$ cat config.mk
export PLATFORM = sky130hd
export DESIGN_NAME = fu_wb_arbiter_flat
export DESIGN_NICKNAME = d
export VERILOG_FILES = /design/src/rtl/fu_wb_arbiter_pkg.sv /design/src/rtl/fu_wb_arbiter_if.sv /design/src/rtl/fu_wb_arbiter_rr_arbiter.sv /design/src/rtl/fu_wb_arbiter.sv /design/src/flat_wrapper.sv
export SDC_FILE = /design/constraint.sdc
export NUM_CORES = 1
export LEC_CHECK = 0
export CAP_MARGIN = 20
export CORE_MARGIN = 2
export CORE_UTILIZATION = 47
export CTS_CLUSTER_DIAMETER = 60
export DETAILED_ROUTE_END_ITERATION = 10
export PLACE_DENSITY_LB_ADDON = 0.3
export SKIP_LAST_GASP = 1
export SLEW_MARGIN = 20
export SYNTH_ARGS = -nofsm -noshare
export SYNTH_HDL_FRONTEND = slang
export SYNTH_SLANG_ARGS = --single-unit
$ cat constraint.sdc
create_clock -name clk -period 6.98 [get_ports clk]
set_input_delay 1.047 -clock clk [delete_from_list [all_inputs] [get_ports clk]]
set_output_delay 1.047 -clock clk [all_outputs]
set_load 0.005 [all_outputs]
$ cat src/rtl/fu_wb_arbiter_pkg.sv
// fu_wb_arbiter_pkg: shared core sizes and functional-unit ids for the writeback arbiter
package fu_wb_arbiter_pkg;
  localparam int NUM_FU = 5;
  localparam int XLEN   = 32;
  localparam int REG_AW = 5;
  localparam int FU_IDW = 3;
  typedef enum logic [FU_IDW-1:0] {
    FU_ALU  = 3'd0,
    FU_MEM  = 3'd1,
    FU_MUL  = 3'd2,
    FU_DIV  = 3'd3,
    FU_JUMP = 3'd4
  } fu_id_e;
endpackage

$ cat src/rtl/fu_wb_arbiter_if.sv
// fu_wb_arbiter_if: FU finish inputs and register-file writeback outputs of the arbiter
interface fu_wb_arbiter_if;
  import fu_wb_arbiter_pkg::*;
  logic [NUM_FU-1:0]        finish_i;
  logic [NUM_FU*XLEN-1:0]   result_i;
  logic [NUM_FU*REG_AW-1:0] rd_i;
  logic                     flush_i;
  logic                     wb_en_o;
  logic [REG_AW-1:0]        wb_rd_o;
  logic [XLEN-1:0]          wb_data_o;
  logic [FU_IDW-1:0]        wb_fu_o;
  logic [NUM_FU-1:0]        fu_release_o;
  logic [NUM_FU-1:0]        fu_busy_o;
  logic                     err_o;
  modport slave (
    input  finish_i, result_i, rd_i, flush_i,
    output wb_en_o, wb_rd_o, wb_data_o, wb_fu_o, fu_release_o, fu_busy_o, err_o
  );
  modport master (
    output finish_i, result_i, rd_i, flush_i,
    input  wb_en_o, wb_rd_o, wb_data_o, wb_fu_o, fu_release_o, fu_busy_o, err_o
  );
endinterface

$ cat src/rtl/fu_wb_arbiter_rr_arbiter.sv
// rr_arbiter: combinational round-robin pick of the first request at or after the pointer
module rr_arbiter #(
  parameter int N = 4,
  localparam int IW = (N > 1) ? $clog2(N) : 1
) (
  input  logic [N-1:0]  req_i,
  input  logic [IW-1:0] ptr_i,
  output logic [N-1:0]  gnt_o,
  output logic [IW-1:0] idx_o,
  output logic          any_o
);
  int j;
  always_comb begin
    gnt_o = '0;
    idx_o = '0;
    any_o = 1'b0;
    j = 0;
    for (int i = 0; i < N; i++) begin
      j = (int'(ptr_i) + i) % N;
      if (!any_o && req_i[j]) begin
        any_o = 1'b1;
        gnt_o[j] = 1'b1;
        idx_o = IW'(j);
      end
    end
  end
endmodule

$ cat src/rtl/fu_wb_arbiter.sv
// fu_wb_arbiter: per-FU result holding slots with round-robin writeback to the register file
module fu_wb_arbiter
  import fu_wb_arbiter_pkg::*;
(
  input  logic           clk,
  input  logic           rst_n,
  fu_wb_arbiter_if.slave bus
);
  localparam int PW = $clog2(NUM_FU);
  logic [NUM_FU-1:0] valid_q, valid_d, gnt, req, cap;
  logic [XLEN-1:0]   data_q [NUM_FU];
  logic [XLEN-1:0]   data_d [NUM_FU];
  logic [REG_AW-1:0] rd_q [NUM_FU];
  logic [REG_AW-1:0] rd_d [NUM_FU];
  logic [PW-1:0]     ptr_q, ptr_d, idx;
  logic              err_q, err_d, any;
  assign req = bus.flush_i ? '0 : valid_q;
  rr_arbiter #(.N(NUM_FU)) u_rr (
    .req_i(req),
    .ptr_i(ptr_q),
    .gnt_o(gnt),
    .idx_o(idx),
    .any_o(any)
  );
  assign bus.fu_busy_o = valid_q & ~gnt;
  assign cap = bus.flush_i ? '0 : bus.finish_i & ~bus.fu_busy_o;
  always_comb begin
    valid_d = bus.flush_i ? '0 : cap | (valid_q & ~gnt);
    for (int k = 0; k < NUM_FU; k++) begin
      data_d[k] = cap[k] ? bus.result_i[k*XLEN +: XLEN] : data_q[k];
      rd_d[k]   = cap[k] ? bus.rd_i[k*REG_AW +: REG_AW] : rd_q[k];
    end
    err_d = err_q | (~bus.flush_i & |(bus.finish_i & bus.fu_busy_o));
    ptr_d = bus.flush_i ? '0 : !any ? ptr_q : (idx == PW'(NUM_FU-1)) ? '0 : idx + 1'b1;
  end
  always_ff @(posedge clk or negedge rst_n) begin
    if (!rst_n) begin
      valid_q <= '0;
      data_q  <= '{default: '0};
      rd_q    <= '{default: '0};
      ptr_q   <= '0;
      err_q   <= 1'b0;
    end else begin
      valid_q <= valid_d;
      data_q  <= data_d;
      rd_q    <= rd_d;
      ptr_q   <= ptr_d;
      err_q   <= err_d;
    end
  end
  assign bus.fu_release_o = gnt;
  assign bus.wb_en_o      = any && (rd_q[idx] != '0);
  assign bus.wb_rd_o      = any ? rd_q[idx] : '0;
  assign bus.wb_data_o    = any ? data_q[idx] : '0;
  assign bus.wb_fu_o      = any ? FU_IDW'(idx) : '0;
  assign bus.err_o        = err_q;
endmodule

$ cat src/flat_wrapper.sv
// flat-port wrapper written by rule: the top's interface ports become plain ports
module fu_wb_arbiter_flat import fu_wb_arbiter_pkg::*;
  (clk, rst_n, bus_finish_i, bus_result_i, bus_rd_i, bus_flush_i, bus_wb_en_o, bus_wb_rd_o, bus_wb_data_o, bus_wb_fu_o, bus_fu_release_o, bus_fu_busy_o, bus_err_o);
  fu_wb_arbiter_if bus_i ();
  input  logic clk;
  input  logic rst_n;
  input wire logic [$bits(bus_i.finish_i)-1:0] bus_finish_i;
  input wire logic [$bits(bus_i.result_i)-1:0] bus_result_i;
  input wire logic [$bits(bus_i.rd_i)-1:0] bus_rd_i;
  input wire logic [$bits(bus_i.flush_i)-1:0] bus_flush_i;
  output wire logic [$bits(bus_i.wb_en_o)-1:0] bus_wb_en_o;
  output wire logic [$bits(bus_i.wb_rd_o)-1:0] bus_wb_rd_o;
  output wire logic [$bits(bus_i.wb_data_o)-1:0] bus_wb_data_o;
  output wire logic [$bits(bus_i.wb_fu_o)-1:0] bus_wb_fu_o;
  output wire logic [$bits(bus_i.fu_release_o)-1:0] bus_fu_release_o;
  output wire logic [$bits(bus_i.fu_busy_o)-1:0] bus_fu_busy_o;
  output wire logic [$bits(bus_i.err_o)-1:0] bus_err_o;
  assign bus_i.finish_i = bus_finish_i;
  assign bus_i.result_i = bus_result_i;
  assign bus_i.rd_i = bus_rd_i;
  assign bus_i.flush_i = bus_flush_i;
  assign bus_wb_en_o = bus_i.wb_en_o;
  assign bus_wb_rd_o = bus_i.wb_rd_o;
  assign bus_wb_data_o = bus_i.wb_data_o;
  assign bus_wb_fu_o = bus_i.wb_fu_o;
  assign bus_fu_release_o = bus_i.fu_release_o;
  assign bus_fu_busy_o = bus_i.fu_busy_o;
  assign bus_err_o = bus_i.err_o;
  fu_wb_arbiter u_core (.clk(clk), .rst_n(rst_n), .bus(bus_i));
endmodule
After elaboration in Yosys (flattened, before gate mapping)
Cells that the tools add are included.

$add $sub $neg: 5. Reductions and logical operators: 17. Equality and inequality tests: 1. Multiplexer cells: 55. Order comparisons: 11. Div/mod/pow operators: 5. Bitwise operators: 14.

Operators by type and width (number): 32-bit by 1-bit >= comparator with 1-bit output (second input constant) (5); 32-bit by 5-bit < comparator with 1-bit output (second input constant) (5); 32-bit by 4-bit remainder unit with 32-bit output (second input constant) (4); 32-bit binary-select mux with 3-bit select (1); 32-bit 2-to-1 mux (3); 5-bit 2-to-1 mux (11); 4-bit by 4-bit remainder unit with 32-bit output (second input constant) (1); 3-bit 2-to-1 mux (9); 5-bit bitwise OR (5); 1-bit 2-to-1 mux (20); 5-bit AND (3); 1-bit binary-select mux with 3-bit select (5); 5-bit binary-select mux with 3-bit select (1); 1-bit demux with 3-bit select (5); 1-bit logical AND (10); 5-bit NOT (2); 3-bit by 2-bit adder with 4-bit output (second input constant) (2); 5-bit nonzero test (1); 5-bit OR reduction (1); 3-bit by 1-bit adder with 4-bit output (second input constant) (1); 3-bit by 3-bit adder with 4-bit output (second input constant) (1); 4-bit >= comparator (second input constant) (1); 1-bit zero test (4); 3-bit NOT with 4-bit output (1); 6 further kinds (6).

Register bits: 194. Logic and storage cells: 121.

Logic depth before layout (Yosys ltp)
Depth in word-level cells: 24. Depth in mapped cells: 30. Depth with buffers taken out: 24.

By module
From an unflattened synthesis, not the netlist that was laid out.

Cells, all modules: 935. Area total of the unflattened synthesis: 11285.8 um^2.

Modules (own cells, without submodules): fu_wb_arbiter (cells an instance 601, area an instance 9002.4 um^2, times used 1, seq. area each 4854.7 um^2); rr_arbiter (cells an instance 334, area an instance 2283.4 um^2, times used 1, seq. area each 0.0 um^2).

Worst setup path after synthesis
Ideal clock, no wire load.

Path type: register to output. Start point: reg u_core.ptr_q[0]. End point: out bus_wb_data_o[23]. Path slack: -470 ps. Arrival time: 6403 ps. Stages on the path, launching flop included: 29. Path buffers: 7. Data required time: 5933 ps. Path through: dfrtp_1 -> buf_2 -> buf_2 -> clkbuf_1 -> buf_1 -> inv_1 -> ha_1 -> clkbuf_1 -> inv_1 -> ha_1 -> inv_1 -> ha_1 -> nor3_1 -> or3_1 -> nand2_1 -> ha_1 -> nor2b_1 -> o221ai_1 -> o21ai_1 -> a311oi_1 -> a31oi_1 -> o2bb2ai_1 -> nor3_1 -> a211oi_2 -> buf_2 -> buf_4 -> mux2i_1 -> nand2_1 -> a32o_1.

Longest elaborated chain between the ends: 22. Elaborated cells between the ends (all ways): 47. Those cells by class: add/sub (4); div (5); mux (29); bitwise (1); reduce/logical (8).

RTL lines: from (decl) (RTL line fu_wb_arbiter.sv:15) `logic [PW-1:0] ptr_q, ptr_d, idx;`; from (signal assigned) (RTL line fu_wb_arbiter.sv:47) `ptr_q <= ptr_d;`; branches (longest 21 deep; another with 32-bit by 4-bit remainder unit with 32-bit output); 32-bit 2-to-1 mux (*) (RTL line fu_wb_arbiter.sv:54) `assign bus.wb_data_o = any ? data_q[idx] : '0;`; to (decl) (RTL line flat_wrapper.sv:13) `output wire logic [$bits(bus_i.wb_data_o)-1:0] bus_wb_data_o;`.

Mark *: on every way between the ends. The select of a mux whose other input is x is not followed.

Worst setup path in the final report
Start point: reg u_core.ptr_q[2]. End point: out bus_wb_data_o[2].

The elaborated chain is that of the path after synthesis.

==> summary.txt <==
count of yosys warnings during synthesis: 0
synthesis-stage register bit count: 194
number of global-route vias before repair: 9755
placed cell areas: 14500 um2
final clock period utilization by the worst path: 0.977
setup_tns: 0 ns
number of buffers created by CTS: 17
gpl congestion: 1.03
sequence of cells on the critical path: inv_2 > ha_1 > nor3_2 > nand2b_1 > xnor2_1 > ha_1 > fa_1 > nor2b_2 > a221oi_2 > nand3_1 > a32o_2 > a311o_1 > a211o_1 > a31oi_4 > a31oi_4 > or2_2 > clkinv_2 > clkbuf_16 > nand2_1 > a32o_1 > clkdlybuf4s50_1
DRC violation count after routing: 0
count of distinct cell types in the synthesized netlist: 91
delay of the slowest cell on the worst path: 0.49 ns
length in cells of the worst reg-to-reg path: 20
Routed met1 length: 15100 um
remaining antenna violation count after routing: 0
detailed-placement wirelength estimate: 25100 um
worst min path class: reg -> reg
total length of routed wires: 36000 um
Detail Route met2 WL: 17200 um
CP startpoint: u_core.ptr_q[2]
mean area per synthesized cell: 11.3 um2
number of clock sinks: 194
Period minus WS final: 6.82 ns
Final Net Count: 1518
area added between synthesis and finish: 36.0%
cell type of the slowest stage on the worst timing path: clkdlybuf4s50_1
first-pass GRT wire length: 54300 um
cells taking the most area after synthesis: dfrtp_1 42%, mux2_1 11%, mux2i_1 6.8%, mux2_2 5.6%, ha_1 3.6%
Slew @ Worst Pin: 0.955 ns
most common cell after layout, fill and taps aside: clkdlybuf4s50_1
top library cells by usage in the layout, fill and taps aside: 242 x clkdlybuf4s50_1, 192 x dfrtp_1, 118 x mux2_1, 101 x nand2_1, 69 x mux2i_1
sequential area share after synthesis: 0.420
maximum root-to-sink buffer count: 2
number of enable flip-flop cells after synthesis: 0
Root Buffer: clkbuf_16
Buf/Inv on CP: 4
Critical R2R Launch: u_core.ptr_q[2]
data required time of the critical path: 5.93 ns
fraction of layout cells with a size suffix above 1: 0.193
violation count after the first detailed-routing iteration: 804
Layout Cell Area excl Fill: 15700 um2
number of antenna violations at the first check in global routing: 3
data arrival time of the worst path: 5.77 ns
largest net degree at the start of global routing: 121
mean number of vias per cell: 5.86
drt wl/cell: 22.1 um
number of non-filler instances in the completed layout: 1629
netlist area before placement: 11600 um2
setup clock skew after layout: 0.0120 ns
Post-CTS Hold Buffers: 0
leading register cell type out of synthesis: dfrtp_1
CTS tree: done
fraction of synthesized cell area taken by the top area cell type: 0.420
family with the most delay on the worst path: compound AO/OA/AOI/OAI gates
clock edge transition at the registers on the reported setup and hold paths: 0.08 ns
Core Region: 24200 um2
worst skew pair latency: 0.45 ns
Port-buffer cells: 244
Final Max Tran Viols: 0
number of cells on the critical path: 21
number of iterations in the first detailed-routing pass: 5
Final Worst Setup Slack: 0.162 ns
number of instances in the placed design: 1574
type of element launching the critical path: register
CTS H-tree lvls: 4
worst-case setup slack after placement: 0.0338 ns
status: completed
Max Freq: 147 MHz
Worst R2R End: u_core.data_q[26]
capture point of the critical path: bus_wb_data_o[2]
starting utilization of the core area: 0.477
share of synthesized flip-flops with an asynchronous set or reset: 1.00
Top Layer Used: met5
largest area contributor in the netlist: dfrtp_1
cell row count: 57
width of the die: 161 um
total gr overflow: 0
Relative slew margins: 0.364
vertical die dimension: 161 um
number of top-level pins: 245
die footprint: 25900 um2
CP max FO: 14
kind of capture point of the worst setup path: output port
setup slack on the worst flop-to-flop path: 1.14 ns
count of maximum capacitance violations: 0
count of mapped cells out of synthesis: 1022
total nets after synthesis: 1249
number of hold-slack violations in the final timing report: 0
GR Util All Layers: 0.271
final-report setup violation count: 0
Critical Setup Path Class: reg -> out
via count: 9553
met3 wire len: 2730 um
## cell usage after synthesis, drive strengths merged (5+ instances only)
library cell / n
or3: 6
mux2: 185
a31oi: 8
dfrtp: 194
nand2: 104
nor2b: 13
o221ai: 7
mux2i: 78
inv: 32
clkbuf: 18
xnor2: 8
a211o: 6
a21oi: 24
and3: 9
nor2: 34
a32o: 38
o21ai: 25
o21a: 6
ha: 33
nor4: 5
nor3: 16
buf: 40
o211ai: 8
nand3: 22
a211oi: 7
## final cells by class
class,instances,area [um2]
antenna,2,5.00
clock inverter,14,180
clock buffer,17,425
timing repair buffer,308,3110
sequential,194,4860
multi-input combinational,737,6610
tap,324,405
inverter,33,125
fill,1948,8530
## worst min-delay path by stage
stage | startpoint | endpoint | slack (ns) | cells past startpoint
after floorplan | u_core.data_q[39] | u_core.data_q[39] | 0.46 | 1
after global placement | u_core.data_q[52] | u_core.data_q[52] | 0.47 | 1
after detailed placement | u_core.data_q[41] | u_core.data_q[41] | 0.47 | 1
after CTS | u_core.data_q[41] | u_core.data_q[41] | 0.49 | 1
after global routing | u_core.data_q[55] | u_core.data_q[55] | 0.50 | 1
final | u_core.data_q[77] | u_core.data_q[77] | 0.49 | 1
## per-layer routing
| metal | up-vias | track usage |
|---|---|---|
| met4 | 2 | 0.0893 |
| met2 | 386 | 0.447 |
| met1 | 4758 | 0.344 |
| li1 | 4343 | - |
| met3 | 64 | 0.0762 |
| met5 | - | 0 |
## sequential cells by signal (all words and copies together) (netlist names)
| name | flops |
|---|---|
| u_core.data_q | 160 |
| u_core.rd_q | 25 |
| u_core.valid_q | 5 |
| u_core.ptr_q | 3 |
| u_core.bus.err_o | 1 |
## cell families after synthesis
group / share of synthesized area
compound gates: 0.140
xor+xnor: 0.00844
fa+ha+maj: 0.0375
buf+inv: 0.0417
flops: 0.420
mux: 0.251
simple gates: 0.102
## worst reg2reg max path, cell delays in order, from the launching register on
cell,delay (ns)
dfrtp_2,0.48
inv_2,0.14
ha_1,0.28
nor3_2,0.14
nand2b_1,0.14
xnor2_1,0.09
ha_1,0.23
fa_1,0.38
nor2b_2,0.21
a221oi_2,0.33
a31o_2,0.20
mux2i_2,0.30
a311o_1,0.32
o211ai_4,0.12
buf_4,0.21
nor4b_2,0.34
or3b_1,0.43
and4_4,0.24
nor3b_4,0.15
buf_4,0.55
mux2_1,0.44
## metrics by stage
| stage | hold WS [ns] | util |
|---|---|---|
| final | 0.489 | 0.648 |
| after global routing | 0.495 | 0.648 |
| after CTS | 0.492 | 0.627 |
| after detailed placement | 0.474 | 0.598 |
| after global placement | 0.466 | 0.598 |
| after floorplan | 0.457 | - |
## repair_timing
action	4_1_cts	5_1_grt
gates resized for setup	16	65
pin swaps	4	15
setup endpoints to repair	39	40
gates cloned	1	3
buffers inserted	4	14
Power is not shown: default switching activity piles up to over one toggle a cycle in this logic, so the estimate is an artifact.
